[config.mk]
export PLATFORM = sky130hd
export DESIGN_NAME = mem_port_wb_arbiter
export DESIGN_NICKNAME = d
export VERILOG_FILES = /design/src/rtl/mem_port_wb_arbiter.sv
export SDC_FILE = /design/constraint.sdc
export NUM_CORES = 1
export LEC_CHECK = 0
export ABC_AREA = 1
export BUFFER_PORTS_ARGS = -buffer_cell sky130_fd_sc_hd__buf_2
export CAP_MARGIN = 20
export CORE_MARGIN = 3
export CORE_UTILIZATION = 40
export DETAILED_ROUTE_END_ITERATION = 7
export GPL_ROUTABILITY_DRIVEN = 1
export GPL_TIMING_DRIVEN = 0
export PLACE_DENSITY = 0.79
export SYNTH_ARGS = -nofsm -noshare
export SYNTH_HDL_FRONTEND = slang
export SYNTH_SLANG_ARGS = --single-unit
[constraint.sdc]
create_clock -name clk_core -period 3.4 [get_ports clk_core]
set_clock_uncertainty 0.1 [all_clocks]
set_input_delay 0.34 -clock clk_core [delete_from_list [all_inputs] [get_ports clk_core]]
set_output_delay 0.34 -clock clk_core [all_outputs]
set_load 0.01 [all_outputs]
[src/rtl/mem_port_wb_arbiter.sv]
// Round-robin bridge from NUM_PORTS core memory ports to one Wishbone classic master, one transaction in flight.
// Optional bus watchdog: define TIMEOUT_EN to force an error completion after TIMEOUT_CYCLES bus cycles.
module mem_port_wb_arbiter #(
    parameter int                   NUM_PORTS      = 2,
    parameter int                   ADDR_WIDTH     = 32,
    parameter int                   DATA_WIDTH     = 32,
    parameter logic [NUM_PORTS-1:0] READ_ONLY_MASK = 'b01,
    parameter int                   TIMEOUT_CYCLES = 1024
) (
    input  logic                              clk_core,
    input  logic                              rst_core,
    input  logic [NUM_PORTS-1:0]              req_i,
    input  logic [NUM_PORTS-1:0]              we_i,
    input  logic [NUM_PORTS*ADDR_WIDTH-1:0]   addr_i,
    input  logic [NUM_PORTS*DATA_WIDTH-1:0]   wdata_i,
    input  logic [NUM_PORTS*DATA_WIDTH/8-1:0] wstrb_i,
    output logic [DATA_WIDTH-1:0]             rdata_o,
    output logic [NUM_PORTS-1:0]              valid_o,
    output logic                              err_o,
    output logic                              wb_cyc_o,
    output logic                              wb_stb_o,
    output logic                              wb_we_o,
    output logic [DATA_WIDTH/8-1:0]           wb_wstrb_o,
    output logic [ADDR_WIDTH-1:0]             wb_addr_o,
    output logic [DATA_WIDTH-1:0]             wb_data_o,
    input  logic [DATA_WIDTH-1:0]             wb_data_i,
    input  logic                              wb_ack_i,
    input  logic                              wb_err_i
);
    // state | meaning
    // IDLE  | sample req_i, grant next requester after 'last', latch its fields
    // BUS   | Wishbone cycle open, wait for ack/err (or watchdog expiry)
    // RESP  | one-cycle valid_o pulse to the granted port

    localparam int STRB_WIDTH = DATA_WIDTH / 8;
    localparam int PTR_WIDTH  = (NUM_PORTS > 1) ? $clog2(NUM_PORTS) : 1;

    typedef enum logic [1:0] {
        IDLE = 2'd0,
        BUS  = 2'd1,
        RESP = 2'd2
    } state_t;

    state_t                 state;
    state_t                 state_nxt;
    logic [PTR_WIDTH-1:0]   last;
    logic [PTR_WIDTH-1:0]   pick;
    logic                   any_req;
    logic                   pick_write;
    logic                   bus_done;
    logic                   bus_timeout;
    int                     cand;

    logic                   lat_we;
    logic [ADDR_WIDTH-1:0]  lat_addr;
    logic [DATA_WIDTH-1:0]  lat_wdata;
    logic [STRB_WIDTH-1:0]  lat_wstrb;
    logic [DATA_WIDTH-1:0]  rdata;
    logic                   err;

    // Search starts one past the previous winner so every requester is served in turn.
    always_comb begin
        any_req = 1'b0;
        pick    = last;
        cand    = 0;
        for (int i = 1; i <= NUM_PORTS; i++) begin
            cand = int'(last) + i;
            if (cand >= NUM_PORTS) begin
                cand = cand - NUM_PORTS;
            end
            if (!any_req && req_i[PTR_WIDTH'(cand)]) begin
                any_req = 1'b1;
                pick    = PTR_WIDTH'(cand);
            end
        end
    end

    assign pick_write = we_i[pick] & ~READ_ONLY_MASK[pick];
    assign bus_done   = wb_ack_i | wb_err_i;

`ifdef TIMEOUT_EN
    localparam int TMR_WIDTH = $clog2(TIMEOUT_CYCLES) + 1;

    logic [TMR_WIDTH-1:0] tmr;

    // Loaded while idle so the first BUS cycle already counts; expiry on the terminal count.
    always_ff @(posedge clk_core or posedge rst_core) begin
        if (rst_core) begin
            tmr <= '0;
        end else if (state == IDLE) begin
            tmr <= TMR_WIDTH'(TIMEOUT_CYCLES - 1);
        end else if (state == BUS && tmr != '0) begin
            tmr <= tmr - TMR_WIDTH'(1);
        end
    end

    assign bus_timeout = (state == BUS) && (tmr == '0) && !bus_done;
`else
    assign bus_timeout = 1'b0;
`endif

    always_ff @(posedge clk_core or posedge rst_core) begin
        if (rst_core) begin
            state <= IDLE;
        end else begin
            state <= state_nxt;
        end
    end

    always_comb begin
        state_nxt = state;
        case (state)
            IDLE: begin
                if (any_req) begin
                    state_nxt = BUS;
                end
            end
            BUS: begin
                if (bus_done || bus_timeout) begin
                    state_nxt = RESP;
                end
            end
            RESP:    state_nxt = IDLE;
            default: state_nxt = IDLE;
        endcase
    end

    // Read-only forcing is applied at latch time, so the bus only ever sees cleaned fields.
    always_ff @(posedge clk_core or posedge rst_core) begin
        if (rst_core) begin
            last      <= PTR_WIDTH'(NUM_PORTS - 1);
            lat_we    <= 1'b0;
            lat_addr  <= '0;
            lat_wdata <= '0;
            lat_wstrb <= '0;
            rdata     <= '0;
            err       <= 1'b0;
        end else begin
            case (state)
                IDLE: begin
                    if (any_req) begin
                        last      <= pick;
                        lat_we    <= pick_write;
                        lat_addr  <= addr_i[int'(pick)*ADDR_WIDTH +: ADDR_WIDTH];
                        lat_wdata <= pick_write ? wdata_i[int'(pick)*DATA_WIDTH +: DATA_WIDTH] : '0;
                        lat_wstrb <= pick_write ? wstrb_i[int'(pick)*STRB_WIDTH +: STRB_WIDTH] : '0;
                    end
                end
                BUS: begin
                    if (bus_done) begin
                        rdata <= wb_data_i;
                        err   <= wb_err_i & ~wb_ack_i;
                    end else if (bus_timeout) begin
                        rdata <= '0;
                        err   <= 1'b1;
                    end
                end
                default: begin
                end
            endcase
        end
    end

    assign wb_cyc_o   = (state == BUS);
    assign wb_stb_o   = wb_cyc_o;
    assign wb_we_o    = lat_we;
    assign wb_addr_o  = lat_addr;
    assign wb_data_o  = lat_wdata;
    assign wb_wstrb_o = lat_wstrb;
    assign rdata_o    = rdata;
    assign err_o      = err;
    assign valid_o    = (state == RESP) ? (NUM_PORTS'(1) << last) : '0;

endmodule

Yosys cells after proc, flatten, opt, wreduce, memory -nomap -nowiden
Cells that the tools add are included.

$add $sub $neg: 4. Magnitude comparators: 5. Equality and inequality tests: 4. Shift operators: 4. Mux-type cells: 20. Bitwise logic cells: 5. Reductions and logical operators: 6.

Operators by type and width (count): 64-bit by 7-bit indexed part select with 32-bit output (2); 32-bit 2-to-1 mux (1); 1-bit 2-to-1 mux (14); 8-bit by 4-bit indexed part select with 4-bit output (1); 1-bit by 3-bit < comparator with 1-bit output (second input constant) (2); 2-bit 2-to-1 mux (3); 2-bit AND reduction (3); 4-bit 2-to-1 mux (1); 2-bit case mux with 2 select lines (1); 1-bit by 2-bit adder with 3-bit output (second input constant) (1); 3-bit by 2-bit greater-or-equal comparator with 1-bit output (second input constant) (1); 1-bit by 1-bit adder with 2-bit output (second input constant) (1); 1-bit AND (2); 2-bit by 1-bit equality test with 1-bit output (second input constant) (1); 2-bit equality test (second input constant) (1); 2-bit greater-or-equal comparator (second input constant) (1); 2-bit zero test (1); 1-bit by 2-bit < comparator with 1-bit output (second input constant) (1); 2-bit by 1-bit inequality test with 1-bit output (second input constant) (1); 2-bit inequality test (second input constant) (1); 1-bit NOT (2); 1-bit by 1-bit << shifter with 2-bit output (first input constant) (1); 1-bit subtractor (second input constant) (2); 1-bit logical AND (1); other kinds (2) (2).

Register bits: 105. Word-level logic and storage cells: 56.

Depth between registers and ports, before layout
Gate-level depths: netlist (run 1).

Depth after elaboration: 15. Depth in mapped cells: 7. Mapped depth without buffers: 6.

Least setup slack after synthesis (run 1)
No wires, ideal clock.

Path type: register -> register. Start point: reg last. End point: reg lat_addr[0], in the netlist wb_addr_o[0]. Arrival time: 1.112 ns. Slack: 2.070 ns. Stages on the path, launching flop included: 7. Clock period less this slack: 1.330 ns. Cells stage by stage: dfstp_2 -> inv_1 -> nand2_1 -> buf_2 -> nand3_1 -> nand3_1 -> nand2_1.

Longest elaborated chain between the ends: 6.

RTL lines: start: declaration (RTL line 46) `logic [PTR_WIDTH-1:0] last;`; start signal: assignment (RTL line 131) `last <= PTR_WIDTH'(NUM_PORTS - 1);`; start signal: assignment (RTL line 142) `last <= pick;`; parallel branches: the longest is 4 deep, another holds 1-bit by 2-bit adder with 3-bit output; 1-bit 2-to-1 mux (*) (RTL line 71) `if (!any_req && req_i[PTR_WIDTH'(cand)]) begin`; 64-bit by 7-bit indexed part select with 32-bit output (*) (RTL line 144) `lat_addr <= addr_i[int'(pick)*ADDR_WIDTH +: ADDR_WIDTH];`; end signal: assignment (RTL line 144); end: declaration (RTL line 55) `logic [ADDR_WIDTH-1:0] lat_addr;`.

Mark *: on every way between the ends. A chain may end at the register's enable or synchronous reset.

Worst setup path after layout (run 1)
Start point: reg last. End point: out valid_o[1].

Longest elaborated chain between the ends: 2.

RTL lines: 1-bit by 1-bit << shifter with 2-bit output (RTL line 172) `assign valid_o = (state == RESP) ? (NUM_PORTS'(1) << last) : '0;`; 2-bit 2-to-1 mux (RTL line 172); end: declaration (RTL line 18) `output logic [NUM_PORTS-1:0] valid_o,`.

Every way passes these cells.

==> flow_summary_export.csv, run 1 <==
group,metric,value,unit
synthesis,syn_inst,561,
worst_setup_path,start_kind,"flop",
synthesis,synth-seq-cells,105,
cts,cts_max_path_buffers,2,
power_and_ir_drop,power,4.885,mW
timing,worst_hold_slack,0.08764,ns
detailed_routing,antenna_left,0,
die,dieArea,12960,um^2
worst_setup_path,crit_type,"flop to primary output",
synthesis,seq_area_frac_synth,56.51,%
global_routing,antenna_found_initial,0,
cts,cts_tree,"yes",
placement,dpl-instance-area,6073,um^2
synthesis,syn_area,4652,um^2
worst_setup_path,endpoint_kind,"primary output",
placement,placed_cells,945,
detailed_routing,wl_per_cell,13.90,um
global_routing,grt.total_usage,20.83,%
synthesis,synth_flop_cell,"dfrtp_1",
power_and_ir_drop,swShare,38.36,%
min_path,holdPathStages,3,
timing,worstMarginPinSlew,0.5484,ns
synthesis,synth_top_area_cell,"dfrtp_1",
finish,final_cells,962,
cts,clock_latency,0.34,ns
cts,cts.root.buffer_cell,"clkbuf_16",
timing,fin_crit_sh,51.98,%
placement,place.gp.congestion,0.9219,
timing,fin_tns_setup,0,ns
worst_setup_path,crit_start,"last",
power_and_ir_drop,ir_drop,0.4103,mV
finish,num-nets-final,993,
global_routing,grt_max_degree,66,
die,io_pins,282,
power_and_ir_drop,power_density,766.4,nW/um^2
timing,slew_headroom,63.44,%
synthesis,synth_common_cells,"nand2_1 (205), dfrtp_1 (104), inv_1 (74)",
die,core,11080,um^2
power_and_ir_drop,pwr-share-seq,41.3,%
power_and_ir_drop,power.switching,1.874,mW
timing,fmax,565.9,MHz
die,num_rows,38,
finish,n_antenna_cell,0,
detailed_routing,vias,4570,
power_and_ir_drop,power_frac_comb,38.0,%
timing,finalSetupViolCount,0,
synthesis,yosysWarnings,0,
worst_setup_path,endpoint,"valid_o[1]",
detailed_routing,viasPerCell,4.751,
timing,slew_violations,0,
synthesis,async_flop_share,100.0,%
synthesis,synth_nets,737,
die,die_x,113.8,um
global_routing,gr-total-overflow,0,
power_and_ir_drop,clkPwrFrac,20.7,%
global_routing,grt_pass1_vias,4501,
die,start_util,41.99,%
min_path,hold_path.class,"input pin to flop",
synthesis,synth.area.top_cells,"dfrtp_1 (56%), nand2_1 (17%), nand3_1 (6.9%)",
worst_setup_path,r2r.worst_path.cells,4,
detailed_routing,routed_wl,13.37,mm
worst_setup_path,worst-r2r-setup-slack,1.70,ns
worst_setup_path,r2r-end,"wb_data_o[5]",
synthesis,synth_most_common_cell,"nand2_1",
detailed_routing,drt_iter0_markers,310,
finish,syn_to_final_growth,37.01,%
die,die_y,113.8,um
placement,dp_hpwl,10.11,mm
finish,fillCellCount,1072,
placement,port_buffers,243,
timing,final-hold-violation-count,0,
worst_setup_path,path_max_fanout,5,
job,drv_cap,0,
power_and_ir_drop,p_leak,3.854,nW
finish,drive_above_1_share,35.16,%
worst_setup_path,crit_required,2.96,ns
worst_setup_path,r2r_start,"last",
finish,stdcell_area,6374,um^2
cts,numCtsBuffers,9,
cts,clkTransAtPathRegs,0.08,ns
timing,period_minus_slack,1.767,ns
global_routing,grt_pass1_wl,21.94,mm
power_and_ir_drop,internal-power,3.011,mW
synthesis,yosysUniqueCellTypes,19,
detailed_routing,dr.pass1.iters,6,
cts,cts_sinks,105,
detailed_routing,drc,0,
worst_setup_path,cp.arrival,1.33,ns
synthesis,avgSynthCellArea,8.292,um^2
cts,htreeDepth,3,
synthesis,synth-edff-count,0,
synthesis,synth_top_area_share,55.94,%
timing,rsz0062_at_grt,"no",
outcome,status,"complete, no violations",
==> power by group through the flow <==
stage	combinational, mW	clock, mW	sequential, mW
after floorplan	0.789	0	2.26
after global placement	1.83	0	2.02
after detailed placement	1.89	0	2.02
after CTS	1.89	1.04	2.02
after global routing	2.09	1.10	2.09
final	1.86	1.01	2.02
==> placed cells by master, fill, tap and decap left out, types with 2 or more instances in the layout <==
master / n
buf_1: 4
buf_2: 259
buf_4: 4
clkbuf_1: 9
clkbuf_16: 9
dfrtp_1: 104
inv_1: 73
inv_2: 3
inv_6: 3
nand2_1: 205
nand2_2: 2
nand3_1: 64
nand3b_1: 32
nor2_2: 2
nor3_1: 2
o21ai_0: 36
==> repair_timing <==
action | 4_1_cts | 5_1_grt
gates resized for setup | 0 | 0
setup buffers | 0 | 0
endpoints found under the hold margin | 40 | 0
hold buffers | 1 | 0
==> through the flow <==
stage | setup WS, ns | util, %
after detailed placement | 1.634 | 54.82
after CTS | 1.602 | 57.53
after global placement | -1.022 | 54.55
final | 1.633 | 57.53
after floorplan | 0.2011 | -
after global routing | 1.521 | 57.53
==> worst max-delay path, cell delays in order, from the launching register on <==
cell and delay [ns]:
dfstp_2 0.57, inv_1 0.12, nor3_1 0.14, buf_2 0.17
==> logic make-up (layout without fill, tap and decap cells) <==
logic type | count (synthesis) | in the layout | share of synthesized area [%]
compound gates | 38 | 38 | 4.142
xor+xnor | 1 | 1 | 0.1883
buf+inv | 109 | 370 | 9.548
flops | 105 | 105 | 56.51
simple gates | 308 | 308 | 29.61
==> final cells by class <==
type | count | area (um^2) | share of cell area [%]
clock inverter | 6 | 61.31 | 0.9619
clock buffer | 10 | 229.0 | 3.592
sequential | 105 | 2629 | 41.24
buffer | 32 | 155.1 | 2.434
timing repair buffer | 245 | 1254 | 19.67
inverter | 77 | 291.5 | 4.574
multi-input combinational | 347 | 1579 | 24.77
tap | 140 | 175.2 | 2.748
==> metal layers <==
metal / vias up / global-route usage [%] / wire length (um)
met5: - / 0 / 0
met4: 0 / 5.622 / 201
met3: 17 / 5.252 / 1106
met2: 178 / 35.26 / 6460
met1: 2133 / 26.71 / 5606
li1: 2242 / - / -
==> worst min-delay path by stage <==
stage / startpoint / endpoint / slack (ns)
6_report: wb_data_i[0] / rdata_o[0] / 0.09
3_3_place_gp: wb_addr_o[19] / wb_addr_o[19] / 0.36
4_1_cts: wb_data_i[23] / rdata_o[23] / 0.08
2_1_floorplan: wb_ack_i / err_o / 0.33
5_1_grt: wb_ack_i / err_o / 0.09
3_5_place_dp: rst_core / rdata_o[6] / 0.34
==> flip-flops by register name (all words and copies together) (netlist names) <==
name	flops
wb_we_o	1
err_o	1
wb_data_o	32
wb_wstrb_o	4
last	1
wb_addr_o	32
rdata_o	32
state	2
Power figures use the tool's default switching activity.
==> run 2: changes to the inputs <==
--- a/config.mk
+++ b/config.mk
@@ -9,11 +9,11 @@
 export BUFFER_PORTS_ARGS = -buffer_cell sky130_fd_sc_hd__buf_2
 export CAP_MARGIN = 20
 export CORE_MARGIN = 3
-export CORE_UTILIZATION = 40
+export CORE_UTILIZATION = 39
 export DETAILED_ROUTE_END_ITERATION = 7
 export GPL_ROUTABILITY_DRIVEN = 1
 export GPL_TIMING_DRIVEN = 0
-export PLACE_DENSITY = 0.79
+export PLACE_DENSITY = 0.8
 export SYNTH_ARGS = -nofsm -noshare
 export SYNTH_HDL_FRONTEND = slang
 export SYNTH_SLANG_ARGS = --single-unit
==> constraint.sdc (replaced) <==
create_clock -name clk_core -period 1.6 [get_ports clk_core]
set_clock_uncertainty 0.1 [all_clocks]
set_input_delay 0.16 -clock clk_core [delete_from_list [all_inputs] [get_ports clk_core]]
set_output_delay 0.16 -clock clk_core [all_outputs]
set_load 0.01 [all_outputs]
==> flow_summary_export.csv, run 2 (synthesized netlist as in run 1, its figures left out) <==
group,metric,value,unit
global_routing,gr-total-overflow,0,
finish,n_antenna_cell,0,
worst_setup_path,slowest_delay,0.55,ns
die,start_util,40.40,%
detailed_routing,dr.max_layer_used,"met4",
worst_setup_path,worst-r2r-setup-slack,0.02,ns
placement,dp_hpwl,10.17,mm
finish,num-nets-final,1065,
timing,fin_crit_sh,99.99,%
placement,port_buffers,243,
timing,worstMarginPinSlew,0.8263,ns
finish,layout_commonest_cell,"buf_2",
worst_setup_path,crit_start,"last",
die,die_y,115.2,um
timing,final-hold-violation-count,0,
global_routing,grt_max_degree,40,
worst_setup_path,cp.arrival,1.34,ns
cts,clkTransAtPathRegs,0.07,ns
worst_setup_path,cp_cell_sequence,"inv_1, nor3_1, buf_2",
cts,cts_tree,"yes",
worst_setup_path,crit_family,"flip-flops",
worst_setup_path,r2r_start,"state[0]",
die,dieArea,13270,um^2
detailed_routing,dr.pass1.iters,5,
finish,drive_above_1_share,34.12,%
die,die_x,115.2,um
detailed_routing,routed_wl,16.03,mm
power_and_ir_drop,power,11.19,mW
global_routing,grt_pass1_vias,5015,
worst_setup_path,endpoint_kind,"primary output",
timing,slew_headroom,44.61,%
cts,numCtsBuffers,9,
worst_setup_path,start_kind,"flop",
timing,slew_violations,0,
worst_setup_path,r2r-end,"wb_data_o[15]",
placement,place.gp.congestion,0.8087,
power_and_ir_drop,p_leak,4.221,nW
timing,rsz0062_at_grt,"yes",
worst_setup_path,crit_required,1.34,ns
detailed_routing,antenna_left,0,
global_routing,grt_pass1_wl,25.29,mm
power_and_ir_drop,ir_drop,0.9219,mV
die,io_pins,282,
cts,cts_setup_buffers,0,
worst_setup_path,critPathBufInv,2,
global_routing,antenna_found_initial,0,
detailed_routing,drc,0,
worst_setup_path,path_max_fanout,5,
outcome,status,"complete, no violations",
finish,syn_to_final_growth,55.24,%
worst_setup_path,cp.depth,3,
timing,worst_hold_slack,0.02028,ns
finish,mostFrequentLayoutCells,"buf_2 (250), nand2_1 (203), dfrtp_1 (104)",
worst_setup_path,crit_type,"flop to primary output",
timing,fmax,625.1,MHz
detailed_routing,drt_iter0_markers,370,
job,drv_cap,0,
detailed_routing,wl_met3,1.434,mm
power_and_ir_drop,power_density,1549,nW/um^2
worst_setup_path,r2r.worst_path.cells,4,
global_routing,grt.total_usage,23.98,%
die,core,11520,um^2
cts,cts_max_path_buffers,2,
min_path,hold_path.class,"input pin to flop",
worst_setup_path,endpoint,"valid_o[1]",
cts,htreeDepth,3,
worst_setup_path,cpMaxStageDelayCell,"dfstp_2",
cts,clock_latency,0.34,ns
detailed_routing,dr_wl_met2,7.701,mm
cts,cts.root.buffer_cell,"clkbuf_16",
detailed_routing,viasPerCell,4.899,
detailed_routing,m1WireLength,6.286,mm
timing,period_minus_slack,1.600,ns
die,num_rows,39,
cts,cts_sinks,105,
detailed_routing,wl_per_cell,15.46,um
detailed_routing,vias,5080,
timing,finalSetupViolCount,0,
-- run 2: cell types whose count changed in the layout (fill, tap and decap cells not counted), moves of 3 or more --
cell / delta
buf_1: -3
buf_2: -9
buf_4: +3
bufinv_16: +3
clkbuf_1: -9
clkbuf_2: +11
clkbuf_4: +6
dlygate4sd3_1: +70
inv_6: -3
-- run 2: report_power, final --
| group | total [mW] | switching [mW] | internal (mW) |
|---|---|---|---|
| Combinational | 4.28 | 2.52 | 1.75 |
| Sequential | 4.33 | 0.614 | 3.72 |
| Clock | 2.58 | 1.03 | 1.55 |
-- run 2: tightest hold or removal path: stages --
cell and delay, ns:
buf_2 0.07, nand3b_1 0.09, nand3_1 0.06, nand2_1 0.05
-- run 2: worst min-delay path by stage --
stage          cells past startpoint  slack [ns]             to          start
2_1_floorplan                      1        0.15          err_o       wb_ack_i
3_3_place_gp                       3        0.25    rdata_o[21]  wb_data_i[21]
3_5_place_dp                       3        0.26    rdata_o[11]  wb_data_i[11]
4_1_cts                            3       0.002  wb_data_o[13]    wdata_i[45]
5_1_grt                            4        0.03   wb_addr_o[4]      addr_i[4]
6_report                           4        0.02   wb_addr_o[6]      addr_i[6]
-- run 2: timing repair --
item,in CTS,in global routing
endpoints found under the hold margin,106,1
setup endpoints to repair,15,107
gates resized for setup,7,26
hold buffers,70,1
gates cloned,0,1
-- run 2: area by class of cell --
| type | instances | area (um^2) |
|---|---|---|
| Buffer | 32 | 191.4 |
| Clock buffer | 9 | 225.2 |
| Clock inverter | 7 | 125.1 |
| Fill cell | 950 | 4294 |
| Inverter | 77 | 292.8 |
| Multi-Input combinational cell | 347 | 1608 |
| Sequential cell | 105 | 2629 |
| Tap cell | 143 | 178.9 |
| Timing Repair Buffer | 316 | 1967 |
| Timing Repair inverter | 1 | 5.005 |
-- run 2: metrics by stage --
| step | setup WS (ns) | cell area, um^2 | util (%) | instances | setup TNS [ns] |
|---|---|---|---|---|---|
| 2_1_floorplan | 0.08128 | 4656 | - | 561 | 0 |
| 3_3_place_gp | -0.6347 | 6051 | 52.54 | 947 | -65.77 |
| 3_5_place_dp | -0.04305 | 6091 | 52.89 | 949 | -0.08285 |
| 4_1_cts | -0.004608 | 7159 | 62.17 | 1035 | -0.005673 |
| 5_1_grt | -0.1150 | 7222 | 62.71 | 1037 | -0.6463 |
| 6_report | 0.0002235 | 7222 | 62.71 | 1037 | 0 |
-- run 2: routing by layer --
metal / up-vias / track usage, %
met5: - / 0
met4: 0 / 10.80
met3: 55 / 6.263
met2: 276 / 38.62
met1: 2359 / 30.41
li1: 2390 / -
